$ cat config.mk
export PLATFORM = sky130hd
export DESIGN_NAME = reg_file
export DESIGN_NICKNAME = d
export VERILOG_FILES = /design/src/rtl/datapath_pkg.sv /design/src/rtl/rf_read_port.sv /design/src/rtl/reg_file.sv
export SDC_FILE = /design/constraint.sdc
export NUM_CORES = 2
export LEC_CHECK = 0
export CAP_MARGIN = 20
export CORE_MARGIN = 2
export CORE_UTILIZATION = 55
export DETAILED_ROUTE_END_ITERATION = 7
export DONT_BUFFER_PORTS = 1
export GPL_ROUTABILITY_DRIVEN = 0
export PLACE_DENSITY = 0.81
export SETUP_SLACK_MARGIN = 0.5
export SYNTH_ARGS = -nofsm -noshare
export SYNTH_HDL_FRONTEND = slang
export SYNTH_SLANG_ARGS = --single-unit
$ cat constraint.sdc
create_clock -name clk -period 69.5 [get_ports clk]
set_clock_uncertainty 0.1 [all_clocks]
set_input_delay 10.425 -clock clk [delete_from_list [all_inputs] [get_ports clk]]
set_output_delay 10.425 -clock clk [all_outputs]
set_load 0.05 [all_outputs]
$ cat src/rtl/datapath_pkg.sv
// rtl/datapath_pkg.sv - shared datapath widths, zero-register index and ALU op encodings
package datapath_pkg;

  localparam int SIZE     = 32;
  localparam int ADDR     = 5;
  localparam int ZERO_REG = 0;

  typedef enum logic [3:0] {
    ALU_AND = 4'b0000,
    ALU_OR  = 4'b0001,
    ALU_ADD = 4'b0010,
    ALU_SUB = 4'b0110,
    ALU_SLT = 4'b0111,
    ALU_NOR = 4'b1100
  } alu_op_e;

  // Reference ALU result so decode, regfile and bench agree on op meaning; SLT is signed.
  function automatic logic [SIZE-1:0] alu_eval(alu_op_e op, logic [SIZE-1:0] a, logic [SIZE-1:0] b);
    logic [SIZE-1:0] r;
    r = '0;
    case (op)
      ALU_AND: r = a & b;
      ALU_OR:  r = a | b;
      ALU_ADD: r = a + b;
      ALU_SUB: r = a - b;
      ALU_SLT: r = ($signed(a) < $signed(b)) ? SIZE'(1) : '0;
      ALU_NOR: r = ~(a | b);
      default: r = '0;
    endcase
    return r;
  endfunction

endpackage

$ cat src/rtl/rf_read_port.sv
// rtl/rf_read_port.sv - one combinational register-file read port
// Zero-register check first, then optional same-cycle write bypass, then stored value.
module rf_read_port #(
  parameter int SIZE   = datapath_pkg::SIZE,
  parameter int ADDR   = datapath_pkg::ADDR,
  parameter bit BYPASS = 1'b1
) (
  input  logic [ADDR-1:0] ra,
  input  logic [SIZE-1:0] stored,
  input  logic            we,
  input  logic [ADDR-1:0] wa,
  input  logic [SIZE-1:0] wd,
  output logic [SIZE-1:0] rd
);
  import datapath_pkg::ZERO_REG;

  logic hit;

  always_comb begin
    hit = BYPASS && we && (ra == wa);
    if (ra == ADDR'(ZERO_REG)) begin
      rd = '0;
    end else if (hit) begin
      rd = wd;
    end else begin
      rd = stored;
    end
  end

endmodule

$ cat src/rtl/reg_file.sv
// rtl/reg_file.sv - 2R1W register file with r0 hardwired to zero, optional bypass,
// debug read port and saturating committed-write counter.
module reg_file #(
  parameter int SIZE   = datapath_pkg::SIZE,
  parameter int ADDR   = datapath_pkg::ADDR,
  parameter bit BYPASS = 1'b1,
  parameter int CNT_W  = 16
) (
  input  logic             clk,
  input  logic             rst,
  input  logic [ADDR-1:0]  ra1,
  input  logic [ADDR-1:0]  ra2,
  output logic [SIZE-1:0]  rd1,
  output logic [SIZE-1:0]  rd2,
  input  logic             we,
  input  logic [ADDR-1:0]  wa,
  input  logic [SIZE-1:0]  wd,
  input  logic [ADDR-1:0]  dbg_addr,
  output logic [SIZE-1:0]  dbg_data,
  output logic [CNT_W-1:0] wr_cnt
);
  import datapath_pkg::ZERO_REG;

  localparam int DEPTH = 2 ** ADDR;

  logic [SIZE-1:0]  regs_q [DEPTH];
  logic [SIZE-1:0]  regs_d [DEPTH];
  logic [CNT_W-1:0] wr_cnt_q;
  logic [CNT_W-1:0] wr_cnt_d;
  logic             commit;
  logic             rd_we;

  always_comb begin
    commit   = we && (wa != ADDR'(ZERO_REG));
    regs_d   = regs_q;
    wr_cnt_d = wr_cnt_q;
    if (commit) begin
      regs_d[wa] = wd;
      if (wr_cnt_q != '1) begin
        wr_cnt_d = wr_cnt_q + CNT_W'(1);
      end
    end
  end

  always_ff @(posedge clk or posedge rst) begin
    if (rst) begin
      regs_q   <= '{default: '0};
      wr_cnt_q <= '0;
    end else begin
      regs_q   <= regs_d;
      wr_cnt_q <= wr_cnt_d;
    end
  end

  // A write during reset is discarded, so it must not leak through the bypass either.
  assign rd_we  = we & ~rst;
  assign wr_cnt = wr_cnt_q;

  rf_read_port #(.SIZE(SIZE), .ADDR(ADDR), .BYPASS(BYPASS)) u_port1 (
    .ra(ra1), .stored(regs_q[ra1]), .we(rd_we), .wa(wa), .wd(wd), .rd(rd1)
  );

  rf_read_port #(.SIZE(SIZE), .ADDR(ADDR), .BYPASS(BYPASS)) u_port2 (
    .ra(ra2), .stored(regs_q[ra2]), .we(rd_we), .wa(wa), .wd(wd), .rd(rd2)
  );

  rf_read_port #(.SIZE(SIZE), .ADDR(ADDR), .BYPASS(1'b0)) u_port_dbg (
    .ra(dbg_addr), .stored(regs_q[dbg_addr]), .we(rd_we), .wa(wa), .wd(wd), .rd(dbg_data)
  );

endmodule

* Yosys cells after proc, flatten, opt, wreduce, memory -nomap -nowiden
Index checks and enable logic that the tools add are counted.
** Storage, ports and cells
- Bits of input ports :: 55
- Register bits after elaboration :: 1040
- Memories kept :: 0
- Bits in writable memories :: 0
- Latch bits :: 0
- Memory bits (read-only) :: 0
** Operators by class
- Equal/unequal tests :: 3
- Reductions and logical operators :: 9
- Bitwise gates (word level) :: 6
- Multipliers :: 0
- Shifts and indexed selects :: 0
- Magnitude comparators :: 5
- Multiplexer cells :: 17
- Add/sub/neg operators :: 1
- Divide/modulo/power cells :: 0
** Operators by type and width (count)
- bitwise mux 1024 bit :: 1
- binary-select mux 32 bit (select 5 bit) :: 3
- 2-to-1 mux 32 bit :: 12
- demux 32 bit (select 5 bit) :: 1
- greater-or-equal comparator 6 bit, second input constant :: 4
- NOT 5 -> 6 bit :: 4
- adder 16 x 1 -> 16 bit, second input constant :: 1
- inequality test 16 bit, second input constant :: 1
- zero test 5 bit :: 3
- == test 5 bit :: 2
- < comparator 6 x 1 -> 1 bit, second input constant :: 1
- nonzero test 5 bit :: 1
- logical AND 1 bit :: 4
- AND reduction 2 bit :: 1
- bitwise AND 1 bit :: 1
- NOT 1 bit :: 1

* Logic depth before layout (Yosys ltp)
- Depth after elaboration :: 6
- Mapped depth :: 11
- Depth with buffers taken out :: 6

* Modules after synthesis
A second synthesis with hierarchy kept.
** Second synthesis, totals
- Cells, all modules :: 6117
- Area, all modules :: 66304.8 µm²
** Modules (own cells, without submodules)
- reg_file :: cells each 5831, times used 1, area an instance 64702.1 µm², seq. area each 26025.0 µm²
- rf_read_port at u_port1 ... :: cells each 123, times used 2, area an instance 640.6 µm², seq. area each 0.0 µm²
- rf_read_port at u_port_dbg :: cells each 40, times used 1, area an instance 321.6 µm², seq. area each 0.0 µm²

* Worst setup path after synthesis
No wires, ideal clock.
- Path kind :: input to output
- From :: input port ra1[3]
- To :: output port rd1[12]
- Slack :: 45906 ps
- Cell stages on the path :: 9
- Path buffers :: 3
- Arrival :: 13069 ps
- Cells stage by stage :: clkbuf_1 xnor2_1 nand4_1 or3_1 clkbuf_1 nand2_1 clkbuf_1 o22ai_1 a211oi_1
** Between the ends
- Word-level cells in the longest chain between the ends :: 6
** RTL lines
- start, declared :: RTL line reg_file.sv:11 : input logic [ADDR-1:0] ra1,
- NOT 5 -> 6 bit (implied by the code) :: RTL line reg_file.sv:60 : .ra(ra1), .stored(regs_q[ra1]), .we(rd_we), .wa(wa), .wd(wd), .rd(rd1)
- binary-select mux 32 bit (select 5 bit) :: RTL line reg_file.sv:60
- 2-to-1 mux 32 bit (implied by the code) (2 in a row) :: RTL line reg_file.sv:60
- 2-to-1 mux 32 bit :: RTL line rf_read_port.sv:23 : end else if (hit) begin
- 2-to-1 mux 32 bit * :: RTL line rf_read_port.sv:21 : if (ra == ADDR'(ZERO_REG)) begin
- end, declared :: RTL line reg_file.sv:13 : output logic [SIZE-1:0] rd1,
Every way passes the cells marked *; elsewhere a longest branch is shown, timed or not. The select of a mux whose other input is x is not followed.

* Worst setup path after layout
- From :: input port ra1[0]
- To :: output port rd1[19]
The elaborated chain is that of the path after synthesis.

==> key figures <==
Timing
  – Period minus WS final: 24.82 ns
  – Worst setup margin: 44.68 ns
  – Worst hold margin: 0.318 ns
  – Slew @ Worst Pin: 1.18 ns
  – Peak Freq: 40.3 MHz
  – Setup TNS: 0 ns
  – Unrepaired setup endpoints after global routing: no
  – Endpoints failing hold: 0
  – Slew headroom: 0.211
  – Final period utilization: 0.357
  – Setup violations, final: 0
  – Max-slew violation count: 0

Clocking
  – H-tree Lvls: 3
  – CTS tree: yes
  – Postcts setup bufs: 0
  – Clock tree buffer depth: 3
  – CTS resizes: 0
  – Hold-fix buffers, CTS: 0
  – Clk pin slew, worst setup/hold paths: 0.06 ns
  – Root buffer cell: clkbuf_16
  – CTS Sinks: 1040
  – Clk_lat worst skew: 0.71 ns
  – CTS buffer count: 111

Pwr
  – Clock group share of total power: 0.333
  – Internal power: 0.00137 W
  – Net Switching: 0.000555 W
  – Switching power share of the total: 0.288
  – Gate power share: 0.232
  – Pwr dens: 28.2 nW/µm²
  – Peak VDD IR: 0.0199 mV
  – Leakage: 28.6 nW
  – Sequential share of power: 0.435

Layout
  – Area delta synth->final: 7.07%
  – Commonest non-fill, non-tap cell in the layout: dfrtp_1
  – Most frequent cells in the layout: dfrtp_1, mux2_2, mux4_2
  – Nets: 4069
  – Share of cells above drive strength 1: 0.506

Critical path
  – CP Class: in2out
  – Critical path's slowest cell: nor2_1
  – Delay of the slowest critical-path stage: 0.91 ns
  – Crit-path leading delay family: simple AND/OR/NAND/NOR gates
  – Critical path depth in cells: 7
  – Crit path cell chain: xnor2_1 -> nand4_1 -> or3_2 -> buf_4 -> nand2_2 -> o22ai_1 -> nor2_1
  – R2R setup slack: 66.86 ns
  – RR Endpoint: wr_cnt[10]
  – Crit end category: output pin
  – Reg2Reg Depth: 6
  – Setup crit start: ra1[0]
  – CP bufs+invs: 1
  – Worst EP arrival: 14.29 ns
  – Required @ worst endpoint: 58.97 ns
  – Crit path launch type: input pin
  – CP endpoint: rd1[19]
  – Worst reg2reg path startpoint: wr_cnt[3]
  – CP Max Fanout: 292

Floorplan
  – Ports: 167
  – Core Region: 116000 µm²
  – Core Rows: 125
  – Die area: 119000 µm²
  – Initial core utilization: 0.552
  – Die Ht: 345 µm
  – Chip Width: 345 µm

Route
  – Vias per std cell: 7.75
  – Total Wirelength: 201 mm
  – Via count: 43.7k
  – Pre-antenna DRT Iters: 8
  – DRC Markers: 0
  – Post-route ant nets: 0
  – DRT iter0 DRCs: 5737
  – Avg WL per Cell: 35.7 µm

Placement
  – Buffers on Ports: 0
  – DP HPWL: 103 mm
  – Dpl ws: 45.15 ns

Min path
  – Hold Crit Class: reg2reg

Global routing
  – Initial antenna violation count: 2
  – Global-route wire length before repair: 296 mm
  – Largest net degree at the start of global routing: 306
  – GRT Total Usage: 0.340
  – Vias in the first global route: 44.1k
  – GRT overflow: 0

Synthesis
  – Async set-reset flop share out of synthesis: 1.00
  – Net Count, Synth: 4412
  – Synth area leaders: dfrtp_1, mux4_2, mux2_2
  – Mapped Cells: 4356
  – Synth top area share: 0.407
  – Sequential fraction of the synthesis area: 0.407
  – Ys flop type: dfrtp_1
  – Largest area contributor in the netlist: dfrtp_1
  – Flops & latches, synth: 1040
  – Post-synth EDFFs: 0
  – Cell Area, Synth: 63900 µm²
  – Netlist cell types: 62
  – Synth Area per Inst: 14.7 µm²
  – Synth warnings: 0

Outcome
  – Status: finished, final reports clean

Flow run
  – Max Cap Viol: 0
[area by class of cell]
type | count | area (µm²)
fill | 8537 | 47300
multi-input combinational | 2778 | 35900
sequential | 1040 | 26000
clock buffer | 140 | 3080
antenna | 1 | 2.50
timing repair buffer | 64 | 608
tap | 1524 | 1910
clock inverter | 66 | 865
inverter | 18 | 76.3
[worst reg2reg max path, cell delays in order (launching register included)]
cell     delay, ns
dfrtp_1       0.60
and4_1        0.36
and4_1        0.27
and4_1        0.25
a21oi_1       0.55
nand3_1       0.20
xnor2_1       0.18
[cells by family after synthesis]
logic type,synth area share
AOI/OAI and AO/OA,0.0525
xor gates and xnor gates,0.00343
adders and majority gates,0.000196
buffers and inverters,0.0384
DFF,0.407
muxes,0.475
and+or+nand+nor,0.0234
[metrics by stage]
step           cells  total power [W]  utilization  instance area [µm²]
4_1_cts         5618          0.00192        0.590                68300
5_1_grt         5630          0.00200        0.591                68400
3_3_place_gp    5411          0.00126        0.556                64300
3_5_place_dp    5412          0.00128        0.556                64300
2_1_floorplan   4356          0.00121            -                63900
6_report        5631          0.00193        0.591                68400
[flip-flops by register name, summed over array words and instances, names as in the netlist]
register and count:
regs_q 1024, wr_cnt 16
[how the worst min path moves through the flow]
stage / cells past startpoint / startpoint / slack, ns / end
after floorplan: 1 / regs_q[1001] / 0.36 / regs_q[1001]
after global placement: 0 / regs_q[1016] / 0.29 / regs_q[1016]
after detailed placement: 0 / regs_q[1006] / 0.30 / regs_q[1006]
after CTS: 0 / regs_q[1006] / 0.32 / regs_q[1006]
after global routing: 0 / regs_q[1008] / 0.33 / regs_q[1008]
final: 0 / regs_q[1006] / 0.32 / regs_q[1006]
[cells in the mapped netlist, types with 3 or more instances]
master	number
o21ai_0	87
buf_2	128
nor3b_1	4
a221oi_1	66
and2_1	6
nand2_1	80
inv_1	16
a22oi_1	20
mux2_2	1009
mux4_2	730
buf_1	25
o211ai_1	4
nand2b_1	5
nor2_1	63
nor2b_1	59
clkbuf_1	314
a221o_1	32
a31oi_1	5
nand4_1	10
o22ai_1	44
nor3_1	30
buf_6	15
xnor2_1	20
nand3b_1	5
o221ai_1	24
mux2i_1	232
a211oi_1	88
a21oi_1	61
dfrtp_1	1040
and4_1	4
nand3_1	22
mux4_1	8
a211o_1	24
xor2_1	5
buf_4	36
o32ai_1	3
[power by group through the flow]
stage	registers [W]	clock network (W)	logic, W
after global placement	0.000830	0	0.000428
after global routing	0.000853	0.000671	0.000471
after detailed placement	0.000843	0	0.000440
final	0.000839	0.000643	0.000448
after floorplan	0.000808	0	0.000402
after CTS	0.000833	0.000647	0.000443
[routing by layer]
metal	vias up	track usage	share of wire
met5	-	0.00321	0.00046
met4	2	0.150	0.052
met3	654	0.139	0.15
met2	3303	0.499	0.44
met1	23039	0.446	0.35
li1	16668	-	-
(Power assumes the default switching activity.)
